==> src/rtl/gshare_branch_predictor_pkg.sv <==
// Shared constants, counter encodings and the FE-latch prediction record
// for the gshare branch predictor.
package gshare_branch_predictor_pkg;

    localparam int DBITS_D        = 32;
    localparam int BHR_BITS_D     = 8;
    localparam int BTB_IDX_BITS_D = 4;

    // 2-bit saturating counter states
    typedef enum logic [1:0] {
        SNT = 2'd0,
        WNT = 2'd1,
        WT  = 2'd2,
        ST  = 2'd3
    } ctr_e;

    localparam logic [1:0] PHT_INIT_D = 2'(WNT);

    // Field order of the prediction as it travels through the FE latch
    typedef struct packed {
        logic                  taken;
        logic [BHR_BITS_D-1:0] bhr;
        logic [BHR_BITS_D-1:0] pht_index;
        logic [1:0]            pht_entry;
    } fe_pred_t;

    // Saturating step of a 2-bit counter toward the resolved outcome
    function automatic logic [1:0] ctr_next(input logic [1:0] ctr, input logic taken);
        logic [1:0] nxt;
        nxt = ctr;
        if (taken) begin
            if (ctr != 2'(ST)) nxt = ctr + 2'd1;
        end else begin
            if (ctr != 2'(SNT)) nxt = ctr - 2'd1;
        end
        return nxt;
    endfunction

endpackage

==> src/rtl/gshare_branch_predictor_btb_table.sv <==
// Direct-mapped branch target buffer: valid/tag/target per entry,
// combinational read with hit, synchronous write, synchronous clear of valids.
module gshare_branch_predictor_btb_table
    import gshare_branch_predictor_pkg::*;
#(
    parameter int DBITS    = DBITS_D,
    parameter int IDX_BITS = BTB_IDX_BITS_D
) (
    input  logic             clk,
    input  logic             clr_n,
    input  logic [DBITS-1:0] rd_pc,
    output logic             rd_hit,
    output logic [DBITS-1:0] rd_target,
    input  logic             wr_en,
    input  logic [DBITS-1:0] wr_pc,
    input  logic [DBITS-1:0] wr_target
);

    localparam int ENTRIES = 1 << IDX_BITS;
    localparam int TAG_W   = DBITS - IDX_BITS - 2;

    logic             valid_q [ENTRIES];
    logic [TAG_W-1:0] tag_q   [ENTRIES];
    logic [DBITS-1:0] tgt_q   [ENTRIES];

    logic [IDX_BITS-1:0] rd_idx, wr_idx;
    logic [TAG_W-1:0]    rd_tag, wr_tag;

    // PCs are word aligned, so the byte-offset bits carry no information
    logic unused_bits;
    assign unused_bits = ^{rd_pc[1:0], wr_pc[1:0]};

    assign rd_idx = rd_pc[IDX_BITS+1:2];
    assign rd_tag = rd_pc[DBITS-1:IDX_BITS+2];
    assign wr_idx = wr_pc[IDX_BITS+1:2];
    assign wr_tag = wr_pc[DBITS-1:IDX_BITS+2];

    // Read reflects pre-write contents; a write lands on the next edge
    assign rd_hit    = valid_q[rd_idx] && (tag_q[rd_idx] == rd_tag);
    assign rd_target = tgt_q[rd_idx];

    // Valid bits: cleared on reset, set by a write (overwrites any alias)
    always_ff @(posedge clk) begin
        if (!clr_n) begin
            for (int i = 0; i < ENTRIES; i++) valid_q[i] <= 1'b0;
        end else if (wr_en) begin
            valid_q[wr_idx] <= 1'b1;
        end
    end

    // Tag/target payload needs no reset; it is masked by the valid bit
    always_ff @(posedge clk) begin
        if (wr_en) begin
            tag_q[wr_idx] <= wr_tag;
            tgt_q[wr_idx] <= wr_target;
        end
    end

endmodule

==> src/rtl/gshare_branch_predictor.sv <==
// Gshare predictor: global history XOR PC indexes a table of 2-bit counters,
// a direct-mapped BTB supplies the target. Lookup is combinational; resolved
// branches from AGEX train history, counters and BTB on the clock edge.
module gshare_branch_predictor
    import gshare_branch_predictor_pkg::*;
#(
    parameter int         DBITS        = DBITS_D,
    parameter int         BHR_BITS     = BHR_BITS_D,
    parameter int         BTB_IDX_BITS = BTB_IDX_BITS_D,
    parameter logic [1:0] PHT_INIT     = PHT_INIT_D
) (
    input  logic                clk,
    input  logic                reset,
    input  logic [DBITS-1:0]    lookup_pc,
    output logic                pred_taken,
    output logic [DBITS-1:0]    pred_target,
    output logic [BHR_BITS-1:0] pred_bhr,
    output logic [BHR_BITS-1:0] pred_pht_index,
    output logic [1:0]          pred_pht_entry,
    input  logic                upd_valid,
    input  logic [DBITS-1:0]    upd_pc,
    input  logic                upd_taken,
    input  logic [DBITS-1:0]    upd_target,
    input  logic [BHR_BITS-1:0] upd_pht_index,
    input  logic                upd_pred_taken,
    output logic [31:0]         num_branches,
    output logic [31:0]         num_mispredicts
);

    localparam int PHT_ENTRIES = 1 << BHR_BITS;

    logic [BHR_BITS-1:0] bhr_q, bhr_d;
    logic [1:0]          pht_q [PHT_ENTRIES];
    logic [31:0]         nbr_q, nbr_d;
    logic [31:0]         nmis_q, nmis_d;

    logic                btb_hit;
    logic [DBITS-1:0]    btb_target;

    gshare_branch_predictor_btb_table #(
        .DBITS    (DBITS),
        .IDX_BITS (BTB_IDX_BITS)
    ) u_btb (
        .clk       (clk),
        .clr_n     (reset),
        .rd_pc     (lookup_pc),
        .rd_hit    (btb_hit),
        .rd_target (btb_target),
        .wr_en     (reset && upd_valid && upd_taken),
        .wr_pc     (upd_pc),
        .wr_target (upd_target)
    );

    // Lookup: everything below is a pure function of lookup_pc and current state
    assign pred_bhr       = bhr_q;
    assign pred_pht_index = lookup_pc[BHR_BITS+1:2] ^ bhr_q;
    assign pred_pht_entry = pht_q[pred_pht_index];
    assign pred_taken     = btb_hit && pred_pht_entry[1];
    assign pred_target    = pred_taken ? btb_target : lookup_pc + DBITS'(4);

    assign num_branches    = nbr_q;
    assign num_mispredicts = nmis_q;

    // Next history and performance counters for a resolved branch
    always_comb begin
        bhr_d  = bhr_q;
        nbr_d  = nbr_q;
        nmis_d = nmis_q;
        if (upd_valid) begin
            bhr_d = {bhr_q[BHR_BITS-2:0], upd_taken};
            nbr_d = nbr_q + 32'd1;
            if (upd_pred_taken != upd_taken) nmis_d = nmis_q + 32'd1;
        end
    end

    // History and counter registers; an update during reset is dropped
    always_ff @(posedge clk) begin
        if (!reset) begin
            bhr_q  <= '0;
            nbr_q  <= '0;
            nmis_q <= '0;
        end else begin
            bhr_q  <= bhr_d;
            nbr_q  <= nbr_d;
            nmis_q <= nmis_d;
        end
    end

    // PHT read-modify-write uses the live table entry, not the carried one
    always_ff @(posedge clk) begin
        if (!reset) begin
            for (int i = 0; i < PHT_ENTRIES; i++) pht_q[i] <= PHT_INIT;
        end else if (upd_valid) begin
            pht_q[upd_pht_index] <= ctr_next(pht_q[upd_pht_index], upd_taken);
        end
    end

endmodule

==> config.mk <==
export PLATFORM = sky130hd
export DESIGN_NAME = gshare_branch_predictor
export DESIGN_NICKNAME = d
export VERILOG_FILES = /design/src/rtl/gshare_branch_predictor_pkg.sv /design/src/rtl/gshare_branch_predictor_btb_table.sv /design/src/rtl/gshare_branch_predictor.sv
export SDC_FILE = /design/constraint.sdc
export NUM_CORES = 2
export LEC_CHECK = 0
export ABC_CLOCK_PERIOD_IN_PS = 8600
export CAP_MARGIN = 5
export CORE_MARGIN = 2
export CORE_UTILIZATION = 56
export DETAILED_ROUTE_END_ITERATION = 6
export PLACE_DENSITY = 0.7
export SLEW_MARGIN = 20
export SYNTH_ARGS = -nofsm -noshare
export SYNTH_HDL_FRONTEND = slang
export SYNTH_SLANG_ARGS = --single-unit
==> constraint.sdc <==
create_clock -name clk -period 8.6 [get_ports clk]
set_input_delay 1.29 -clock clk [delete_from_list [all_inputs] [get_ports clk]]
set_output_delay 1.29 -clock clk [all_outputs]
set_load 0.02 [all_outputs]
==> flow_metrics.py <==
metrics = {
    "clock_tree": {
        "cts_tree": "yes",
        "cts.repair.resized": 0,
        "cts_setup_buffers": 0,
        "cts_num_sinks": 1528,
        "cts_root_buf": "clkbuf_16",
        "cts_max_path_buffers": 3,
        "clk_latency_ns": 0.78,
        "h-tree-depth": 4,
        "ctsHoldBuffers": 0,
        "cts_made_buffers": 159,
        "clk_pin_slew_ns": 0.06,
    },
    "critical_path": {
        "startpoint": "lookup_pc[5]",
        "worstSetupEndpointType": "primary output",
        "r2r_end": "pht_q[110][1]",
        "slowest_delay_ns": 0.66,
        "crit_slowest_cell": "clkinv_2",
        "reg2reg_depth": 10,
        "cp_cell_sequence": "buf_4 -> xnor2_2 -> clkinv_2 -> buf_4 -> mux4_2 -> nand2_1 -> a21oi_1 -> nor3_1 -> o221ai_1 -> o22ai_1 -> buf_4 -> nor4b_4 -> buf_12 -> mux2_1 -> clkdlybuf4s50_1",
        "arrival_ns": 6.38,
        "required_ns": 7.31,
        "crit_path_start_kind": "primary input",
        "cpMostUsedCell": "buf_4",
        "crit_end": "pred_target[7]",
        "worstReg2RegStart": "pht_q[151][0]",
        "r2r_setup_slack_ns": 4.39,
        "critPathKind": "primary input to primary output",
        "cp_max_fo": 32,
    },
    "final_layout": {
        "drive_gt1_frac": 0.225,
        "fin_cells": 6043,
        "multiInputGateArea_mm2": 0.0227,
        "utilization": 0.641,
        "final_area_mm2": 0.0783,
        "n_fill_cell": 8460,
        "final_nets": 4394,
        "area_growth_pct": 13.1,
        "ff_latch_area_mm2": 0.0450,
    },
    "routing": {
        "top_layer_used": "met5",
        "via_per_inst": 6.93,
        "wl_met2_um": 94500,
        "num_vias": 41900,
        "ant_nets": 0,
        "dr.pass1.iters": 6,
        "routed_wl_um": 195000,
        "wl_met3_um": 21400,
        "drcViolationCount": 0,
        "wl_met1_um": 69400,
        "drtIter0Drc": 6380,
        "wl_per_cell_um": 32.3,
    },
    "sta": {
        "setup_viol": 0,
        "fmax_mhz": 130,
        "finalSetupTns_ns": 0,
        "finClkSkew_ns": 0.0506,
        "slew_viol_final": 0,
        "period_needed_ns": 7.67,
        "relSlewSlack": 0.223,
        "rsz0062_at_grt": "no",
        "worstMarginPinSlew_ns": 1.16,
        "timing.final.crit_share": 0.891,
        "hold_violations": 0,
    },
    "placement": {
        "dp_hpwl_um": 114000,
        "port_buffers": 221,
        "postPlaceCellArea_mm2": 0.0731,
        "gp_congestion": 0.961,
        "dp_cells": 5746,
    },
    "die": {
        "start_util": 0.566,
        "core_area_mm2": 0.122,
        "dieArea_mm2": 0.126,
        "die_h_um": 356,
        "die_w_um": 356,
        "ios": 224,
        "core.rowCount": 128,
    },
    "synthesis": {
        "ys.flop_type": "edfxtp_1",
        "synth_top_family_by_area": "multiplexers",
        "ys_ff_latch": 1528,
        "synth_fp_nets": 4278,
        "synth_xor_area_frac": 0.0146,
        "ys_types": 73,
        "netlist_area_mm2": 0.0692,
        "ys_seq_area_frac": 0.650,
        "avgSynthCellArea_um2": 16.6,
        "synthCells": 4166,
        "synthArstFlopShare": 0,
        "synth_fa_ha_area_frac": 0.000832,
        "yosys_warnings": 0,
        "synthSimpleGateAreaFrac": 0.0764,
        "synth_compound_area_frac": 0.0304,
        "synth_mux_area_frac": 0.201,
        "synth-edff-count": 1440,
    },
    "min_path": {
        "min_path_cells": 1,
        "hp-class": "flip-flop to flip-flop",
    },
    "global_routing": {
        "grt_pass1_wl_um": 283000,
        "grt_max_degree": 173,
        "track_usage": 0.310,
        "grt_pass1_vias": 41400,
        "grt_remaining_overflow": 0,
        "grt_antenna_before_repair": 19,
    },
    "power": {
        "ir_worst_vdd_v": 0.000189,
        "p_leak_nw": 23.6,
        "power_w": 0.0164,
        "p_per_area_mw_per_mm2": 210,
    },
    "run_status": {
        "status": "completed",
    },
    "job": {
        "maxCapViolations": 0,
    },
}
[routing by layer]
metal | vias to the layer above | GRT usage
met5 | - | 0
met1 | 21600 | 0.410
met4 | 24 | 0.135
met3 | 527 | 0.0721
li1 | 17100 | -
met2 | 2698 | 0.498
[flip-flops by register name, summed over array words and instances, names as in the netlist]
signal           flops
pht_q              512
u_btb.tgt_q        512
num_branches        32
num_mispredicts     32
pred_bhr             8
u_btb.tag_q        416
u_btb.valid_q       16
[critical path, delay by kind of cell]
kind	cells	cell delay (ns)
buffers and inverters	6	2.30
AOI/OAI and AO/OA	3	0.91
and+or+nand+nor	3	0.51
xor gates and xnor gates	1	0.57
muxes	2	0.73
[placed cells by master, fill, tap and decap left out, types with 63 or more instances in the layout]
cell type and instances:
buf_4 111, dfxtp_1 88, nand3_1 310, mux4_2 573
nor3_1 239, clkdlybuf4s50_1 213, o21ai_0 252, clkbuf_16 163
edfxtp_1 1440, xnor2_1 85, mux2i_1 63, nor2_1 98
nand2_1 188
[cells by family (layout without fill, tap and decap cells)]
logic type,after synthesis,after routing
flops,1528,1528
simple gates,1074,1074
mux,669,669
buf+inv,413,659
compound gates,364,364
xor+xnor,113,113
fa+ha+maj,5,5
other cells,0,6
[stage by stage]
stage / setup slack [ns] / hold WS [ns]
2_1_floorplan: 1.66 / 0.421
4_1_cts: 1.10 / 0.448
6_report: 0.935 / 0.448
3_3_place_gp: 1.14 / 0.427
3_5_place_dp: 1.12 / 0.434
5_1_grt: 0.940 / 0.468
[cells in the mapped netlist (5+ instances only)]
library cell     n  share of area
edfxtp_1      1440           0.62
mux4_2         573           0.19
nand3_1        314          0.023
nor3_1         258          0.019
o21ai_0        252          0.018
clkbuf_1       224          0.012
nand2_1        191          0.010
nor2_1         118         0.0064
buf_2          117         0.0085
dfxtp_1         88          0.025
xnor2_1         86          0.011
mux2i_1         63         0.0091
and2_1          60         0.0054
mux2_1          29         0.0047
nand4_1         29         0.0026
nor2b_1         24         0.0022
xor2_1          24         0.0030
and3_1          22         0.0020
inv_1           22         0.0012
buf_1           20         0.0011
a21o_1          17         0.0018
nand2b_1        17         0.0015
a21oi_1         16         0.0012
a22oi_1         16         0.0017
buf_4           14         0.0015
or3_1           14         0.0013
a21boi_0        12         0.0013
buf_6           11         0.0018
nor4_1           8        0.00072
o22ai_1          7        0.00063
a2111oi_0        5        0.00063
[how the worst min path moves through the flow]
stage                            startpoint           endpoint
after detailed placement   u_btb.valid_q[5]   u_btb.valid_q[5]
final                      u_btb.valid_q[5]   u_btb.valid_q[5]
after global placement     u_btb.valid_q[4]   u_btb.valid_q[4]
after floorplan           u_btb.valid_q[10]  u_btb.valid_q[10]
after CTS                  u_btb.valid_q[5]   u_btb.valid_q[5]
after global routing       u_btb.valid_q[2]   u_btb.valid_q[2]
[layout make-up]
class	count	area share
inverter	26	0.00136
multi-input combinational	2225	0.289
sequential	1528	0.575
timing repair buffer	342	0.0419
clock inverter	83	0.0109
clock buffer	208	0.0555
antenna	6	0.000192
tap	1625	0.0260
[power by group]
| part | switching (W) | internal, W |
|---|---|---|
| Combinational | 0.000868 | 0.000492 |
| Sequential | 0.0000405 | 0.00820 |
| Clock | 0.00292 | 0.00392 |
Note: power is estimated with default switching activity, not from simulation.
